<file path="config.mk">
export PLATFORM = sky130hd
export DESIGN_NAME = if_fetch_ctrl
export DESIGN_NICKNAME = d
export VERILOG_FILES = /design/src/rtl/arm_if_pkg.sv /design/src/rtl/sat_counter.sv /design/src/rtl/if_fetch_ctrl.sv
export SDC_FILE = /design/constraint.sdc
export NUM_CORES = 1
export LEC_CHECK = 0
export CAP_MARGIN = 40
export CORE_AREA = 10 10 149 124
export CTS_BUF_LIST = sky130_fd_sc_hd__clkbuf_2
export DETAILED_ROUTE_END_ITERATION = 10
export DIE_AREA = 0 0 159 134
export PLACE_DENSITY = 0.79
export SYNTH_ARGS = -nofsm -noshare
export SYNTH_HDL_FRONTEND = slang
export SYNTH_HIERARCHICAL = 1
export SYNTH_SLANG_ARGS = --single-unit
export TNS_END_PERCENT = 30
</file>
<file path="constraint.sdc">
create_clock -name clk -period 4.7 [get_ports clk]
set_clock_uncertainty 0.15 [all_clocks]
set_input_delay 0.94 -clock clk [delete_from_list [all_inputs] [get_ports clk]]
set_output_delay 0.94 -clock clk [all_outputs]
set_load 0.05 [all_outputs]
</file>
<file path="src/rtl/arm_if_pkg.sv">
// rtl/arm_if_pkg.sv - shared types and constants for the instruction-fetch sequencer
package arm_if_pkg;

    typedef enum logic [1:0] {
        ST_BOOT = 2'b00,
        ST_RUN  = 2'b01,
        ST_HALT = 2'b10
    } fetch_state_t;

    localparam logic [31:0] INST_BUBBLE = 32'h0000_0000;
    localparam logic [31:0] PC_STEP     = 32'd4;

endpackage

</file>
<file path="src/rtl/sat_counter.sv">
// rtl/sat_counter.sv - W-bit event counter that sticks at all-ones
module sat_counter #(
    parameter int W = 32
) (
    input  logic         clk,
    input  logic         rst_n,
    input  logic         inc,
    output logic [W-1:0] count
);

    logic [W-1:0] count_q;
    logic [W-1:0] count_d;

    always_comb begin
        count_d = count_q;
        if (inc && (count_q != {W{1'b1}})) begin
            count_d = count_q + W'(1);
        end
    end

    always_ff @(posedge clk or negedge rst_n) begin
        if (!rst_n) begin
            count_q <= '0;
        end else begin
            count_q <= count_d;
        end
    end

    assign count = count_q;

endmodule

</file>
<file path="src/rtl/if_fetch_ctrl.sv">
// rtl/if_fetch_ctrl.sv - PC owner and IF/ID register with boot, freeze, redirect, halt and fault
module if_fetch_ctrl
    import arm_if_pkg::*;
#(
    parameter logic [31:0] RESET_PC    = 32'h0,
    parameter int          MEM_DEPTH   = 64,
    parameter int          BOOT_CYCLES = 2,
    parameter int          CNT_W       = 32
) (
    input  logic             clk,
    input  logic             rst_n,
    input  logic             freeze,
    input  logic             branch_taken,
    input  logic [31:0]      branch_addr,
    input  logic             halt_req,
    output logic [31:0]      imem_pc,
    input  logic [31:0]      imem_inst,
    output logic             id_valid,
    output logic [31:0]      id_pc,
    output logic [31:0]      id_inst,
    output logic [1:0]       fetch_state,
    output logic             pc_fault,
    output logic [CNT_W-1:0] fetched_cnt,
    output logic [CNT_W-1:0] stall_cnt
);

    localparam int BW = (BOOT_CYCLES < 2) ? 1 : $clog2(BOOT_CYCLES + 1);

    fetch_state_t  state_q, state_d;
    logic [BW-1:0] boot_cnt_q, boot_cnt_d;
    logic [31:0]   pc_q, pc_d;
    logic          id_valid_q, id_valid_d;
    logic [31:0]   id_pc_q, id_pc_d;
    logic [31:0]   id_inst_q, id_inst_d;
    logic          pc_fault_q, pc_fault_d;
    logic          fetch_inc;
    logic          stall_inc;
    logic          pc_bad;

    // Only the PC actually being fetched is range-checked; redirect targets are not.
    assign pc_bad = (pc_q[1:0] != 2'b00) || ((pc_q >> 2) >= 32'(MEM_DEPTH));

    always_comb begin
        state_d    = state_q;
        boot_cnt_d = boot_cnt_q;
        pc_d       = pc_q;
        id_valid_d = id_valid_q;
        id_pc_d    = id_pc_q;
        id_inst_d  = id_inst_q;
        pc_fault_d = pc_fault_q;
        fetch_inc  = 1'b0;
        stall_inc  = 1'b0;

        case (state_q)
            ST_BOOT: begin
                boot_cnt_d = boot_cnt_q - BW'(1);
                if (boot_cnt_q == BW'(1)) begin
                    state_d = ST_RUN;
                end
            end
            ST_RUN: begin
                if (branch_taken) begin
                    pc_d       = branch_addr;
                    id_valid_d = 1'b0;
                    id_inst_d  = INST_BUBBLE;
                end else if (pc_bad) begin
                    pc_fault_d = 1'b1;
                    state_d    = ST_HALT;
                    id_valid_d = 1'b0;
                    id_inst_d  = INST_BUBBLE;
                end else if (halt_req) begin
                    state_d    = ST_HALT;
                    id_valid_d = 1'b0;
                    id_inst_d  = INST_BUBBLE;
                end else if (freeze) begin
                    stall_inc = 1'b1;
                end else begin
                    id_inst_d  = imem_inst;
                    id_pc_d    = pc_q + PC_STEP;
                    id_valid_d = 1'b1;
                    pc_d       = pc_q + PC_STEP;
                    fetch_inc  = 1'b1;
                end
            end
            ST_HALT: begin
                if (!halt_req && !pc_fault_q) begin
                    state_d = ST_RUN;
                end
            end
            default: begin
                state_d = ST_HALT;
            end
        endcase
    end

    always_ff @(posedge clk or negedge rst_n) begin
        if (!rst_n) begin
            state_q    <= ST_BOOT;
            boot_cnt_q <= BW'(BOOT_CYCLES);
            pc_q       <= RESET_PC;
            id_valid_q <= 1'b0;
            id_pc_q    <= 32'h0;
            id_inst_q  <= INST_BUBBLE;
            pc_fault_q <= 1'b0;
        end else begin
            state_q    <= state_d;
            boot_cnt_q <= boot_cnt_d;
            pc_q       <= pc_d;
            id_valid_q <= id_valid_d;
            id_pc_q    <= id_pc_d;
            id_inst_q  <= id_inst_d;
            pc_fault_q <= pc_fault_d;
        end
    end

    sat_counter #(.W(CNT_W)) u_fetched_cnt (
        .clk   (clk),
        .rst_n (rst_n),
        .inc   (fetch_inc),
        .count (fetched_cnt)
    );

    sat_counter #(.W(CNT_W)) u_stall_cnt (
        .clk   (clk),
        .rst_n (rst_n),
        .inc   (stall_inc),
        .count (stall_cnt)
    );

    assign imem_pc     = pc_q;
    assign id_valid    = id_valid_q;
    assign id_pc       = id_pc_q;
    assign id_inst     = id_inst_q;
    assign fetch_state = state_q;
    assign pc_fault    = pc_fault_q;

endmodule

</file>
==> run summary <==
FMAX - 296 MHz
clock buffers created by TritonCTS - 17
Detailed Route WL - 20900 um
run status - complete, no violations
largest area contributor in the netlist - sky130_fd_sc_hd__dfrtp_1
start-to-end type of the worst setup path - flip-flop to flip-flop
final setup violation count - 0
sequential share of the synthesized area - 0.569
maximum number of pins on one net before global-route repair - 92
part of the power in registers - 0.479
antenna violations before repair - 0
Net Sw Power - 1.41 mW
TNS Setup - 0 ns
synth top area cells - sky130_fd_sc_hd__dfrtp_1 56%, sky130_fd_sc_hd__nand2_1 6.5%, sky130_fd_sc_hd__xnor2_1 5.4%, sky130_fd_sc_hd__nand4_1 2.9%, sky130_fd_sc_hd__nor2_1 2.7%
Resize count post-CTS - 0
die outline height - 134 um
Post-Syn Area - 0.00731 mm^2
placed cell area - 0.00989 mm^2
Post-Layout Inst Area - 0.0101 mm^2
min cycle time layout - 3.38 ns
area growth from synthesis to layout - 38.5%
arrival time of the worst setup path - 3.94 ns
Data required, critical path - 5.26 ns
routed via count - 6039
synthesized instance count - 688
Yosys reg bits - 166
slew at the pin closest to its max-slew limit - 0.629 ns
GRT met1 Usage - 0.241
cell internal power dissipation - 2.15 mW
Post-Place Cells - 1120
placeable core region - 0.0154 mm^2
clock latency on the worst-skew pair - 0.75 ns
First-pass DRT Iterations - 4
number of hold violations in the final report - 0
clock power share - 0.205
fraction of layout instances using a drive strength above 1 - 0.0757
number of global-route vias before repair - 6053
power density of the placed cells - 351 mW/mm^2
DP HPWL - 15300 um
tightest slew margin relative to the limit - 0.577
DRC errors left - 0
antenna diode count - 0
worst hold path class - flip-flop to flip-flop
setup repair after global routing missed its margin - false
Post-Syn Nets - 762
starting density of the core - 0.473
kind of start point of the critical path - flip-flop
capturing element type of the critical path - flip-flop
count of flip-flops with a built-in enable after synthesis - 0
die area - 0.0213 mm^2
first-iteration detailed-routing DRC count - 429
standard-cell row count - 41
share of the synthesized area in the top cell type - 0.565
ANT nets after route - 0
fraction of power spent switching nets - 0.395
combinational share of power - 0.316
ratio of routed vias to standard cells - 5.24
met3 Use GR - 0.0905
Peak supply drop - 0.281 mV
CTS root buffer - sky130_fd_sc_hd__clkbuf_2
clock sink total - 166
static leakage - 4.43 nW
Remaining Overflow, GRT - 0
worst-case setup margin in the final layout - 1.32 ns
first-pass GRT wire length - 33300 um
top fanout value on the critical path - 6
Routability Congestion - 0.832
post-synthesis async set-or-reset flop share - 1.00
number of max-cap violations - 0
main flop type after synthesis - sky130_fd_sc_hd__dfrtp_1
synthesized area divided by synthesized cell count - 10.6 um^2
total number of H-tree levels - 4
Chip Width - 159 um
IO Pins - 233
Max Slew Vio Count - 0
CTS tree - yes
count of unique library cells instantiated by Yosys - 59
All-Layer GR Usage - 0.191
total chip power - 3.56 mW
clock-pin slew reported for the worst setup and hold paths after clock tree synthesis - 0.26 ns
number of cells in the finished layout apart from fillers - 1153
routed wire length per instance - 18.1 um
NumNets Final - 999
number of I/O port buffers - 232
count of synthesis-stage warnings from yosys - 6
peak-usage layer in the global routing report - met2
post-route fraction of the period consumed by the critical path - 0.718
CTS Buffer Depth - 2
routing usage on met2 - 0.292
worst setup timing slack at the placement stage - 0.589 ns
## state kept, by name, summed over array words and instances, names as in the netlist
signal	cells
boot_cnt_q	2
u_stall_cnt/count	32
pc_fault	1
imem_pc	32
id_valid	1
fetch_state	2
u_fetched_cnt/count	32
id_pc	32
id_inst	32
## critical path: stages, from the launching register on
cell and delay [ns]:
sky130_fd_sc_hd__dfrtp_1 0.45, sky130_fd_sc_hd__nor4_1 0.44, sky130_fd_sc_hd__nand4_1 0.40, sky130_fd_sc_hd__nor4_2 0.45
sky130_fd_sc_hd__nand4_1 0.25, sky130_fd_sc_hd__or3_1 0.48, sky130_fd_sc_hd__nor3b_2 0.36, sky130_fd_sc_hd__and3_1 0.22
sky130_fd_sc_hd__xor2_1 0.14
## cell usage in the layout (no fill, tap or decap), types with 5 or more instances in the layout
cell type                         count
sky130_fd_sc_hd__nor2b_1             26
sky130_fd_sc_hd__nand4_1             34
sky130_fd_sc_hd__buf_4                6
sky130_fd_sc_hd__xor2_1              16
sky130_fd_sc_hd__o21ai_0             24
sky130_fd_sc_hd__clkdlybuf4s50_1    231
sky130_fd_sc_hd__a22o_1              16
sky130_fd_sc_hd__nor3_1              13
sky130_fd_sc_hd__or4_4                6
sky130_fd_sc_hd__ha_1                 5
sky130_fd_sc_hd__and4_1               5
sky130_fd_sc_hd__nor4_1              12
sky130_fd_sc_hd__and3_1              10
sky130_fd_sc_hd__dfrtp_1            165
sky130_fd_sc_hd__xnor2_1             45
sky130_fd_sc_hd__a21oi_1              7
sky130_fd_sc_hd__inv_1               10
sky130_fd_sc_hd__nand2_1            126
sky130_fd_sc_hd__nor2_1              52
sky130_fd_sc_hd__nand3_1             31
sky130_fd_sc_hd__clkbuf_2            18
## per-stage QoR
stage                     hold WS [ns]   util
after global routing             0.287  0.655
after global placement           0.310  0.637
after floorplan                  0.298      -
after detailed placement         0.319  0.641
final                            0.360  0.655
after CTS                        0.299  0.655
## worst paths after layout
check,to,depth (start not counted),from,slack [ns]
max in group asynchronous,boot_cnt_q[1],3,rst_n,3.38
min in group asynchronous,id_inst[18],2,rst_n,0.38
hold reg to reg,boot_cnt_q[0],1,boot_cnt_q[0],0.36
setup reg to reg,u_stall_cnt/count[20],8,imem_pc[25],1.32
hold / removal,boot_cnt_q[0],1,boot_cnt_q[0],0.36
setup / recovery,u_stall_cnt/count[20],8,imem_pc[25],1.32
## cells by family (layout without fill, tap and decap cells)
group | Yosys count | count (layout) | synth area share
AOI/OAI and AO/OA | 72 | 72 | 0.0673
xor gates and xnor gates | 61 | 61 | 0.0731
adders and majority gates | 5 | 5 | 0.00856
buffers and inverters | 34 | 284 | 0.0252
DFF | 166 | 166 | 0.569
muxes | 7 | 7 | 0.0113
and+or+nand+nor | 343 | 343 | 0.246
## per-layer routing
| metal | up-vias | wire length, um |
|---|---|---|
| li1 | 2863 | - |
| met1 | 2943 | 9160 |
| met5 | - | 0 |
| met4 | 0 | 210 |
| met3 | 18 | 2020 |
| met2 | 215 | 9500 |
## power by group through the flow
| stage | clock network [mW] | registers [mW] | logic (mW) |
|---|---|---|---|
| final | 0.729 | 1.70 | 1.12 |
| after global routing | 0.810 | 1.73 | 1.19 |
| after CTS | 0.755 | 1.71 | 1.14 |
| after detailed placement | 0 | 1.73 | 1.13 |
| after global placement | 0 | 1.73 | 1.12 |
| after floorplan | 0 | 2.17 | 0.217 |
## Yosys cell counts, types with 2 or more instances
cell                         n
sky130_fd_sc_hd__nand3_1    31
sky130_fd_sc_hd__buf_6       4
sky130_fd_sc_hd__nor3_1     13
sky130_fd_sc_hd__o21ai_0    24
sky130_fd_sc_hd__ha_1        5
sky130_fd_sc_hd__or3_1       2
sky130_fd_sc_hd__nand2_1   126
sky130_fd_sc_hd__o21ai_1     2
sky130_fd_sc_hd__and2_1      2
sky130_fd_sc_hd__nand4_2     3
sky130_fd_sc_hd__xnor2_1    45
sky130_fd_sc_hd__buf_2       2
sky130_fd_sc_hd__nand3b_1    2
sky130_fd_sc_hd__nor2b_1    26
sky130_fd_sc_hd__and3_1     10
sky130_fd_sc_hd__a22o_1     16
sky130_fd_sc_hd__nor3_2      3
sky130_fd_sc_hd__nor4_1     13
sky130_fd_sc_hd__a211oi_1    2
sky130_fd_sc_hd__a22oi_1     4
sky130_fd_sc_hd__a21oi_1     7
sky130_fd_sc_hd__mux2_2      2
sky130_fd_sc_hd__o31ai_1     3
sky130_fd_sc_hd__nor2_1     52
sky130_fd_sc_hd__or4_4       6
sky130_fd_sc_hd__a31oi_1     4
sky130_fd_sc_hd__clkbuf_8    2
sky130_fd_sc_hd__nand4_1    34
sky130_fd_sc_hd__mux2_1      4
sky130_fd_sc_hd__o211ai_1    2
sky130_fd_sc_hd__nor4_2      2
sky130_fd_sc_hd__inv_1      10
sky130_fd_sc_hd__and4_1      5
sky130_fd_sc_hd__nor4_4      2
sky130_fd_sc_hd__xor2_1     16
sky130_fd_sc_hd__dfrtp_1   165
sky130_fd_sc_hd__clkbuf_1   15
## area by class of cell
type,instances,area [um^2]
Clock buffer,18,90.1
Clock inverter,14,126
Fill cell,1233,5320
Inverter,10,37.5
Multi-Input combinational cell,488,2990
Sequential cell,166,4160
Tap cell,215,269
Timing Repair Buffer,242,2450
## timing repair
action                                 in CTS  in global routing
endpoints found under the hold margin      72                  0
buffers inserted                            0                  0
hold buffers                                1                  0
Note: power is estimated with default switching activity, not from simulation.
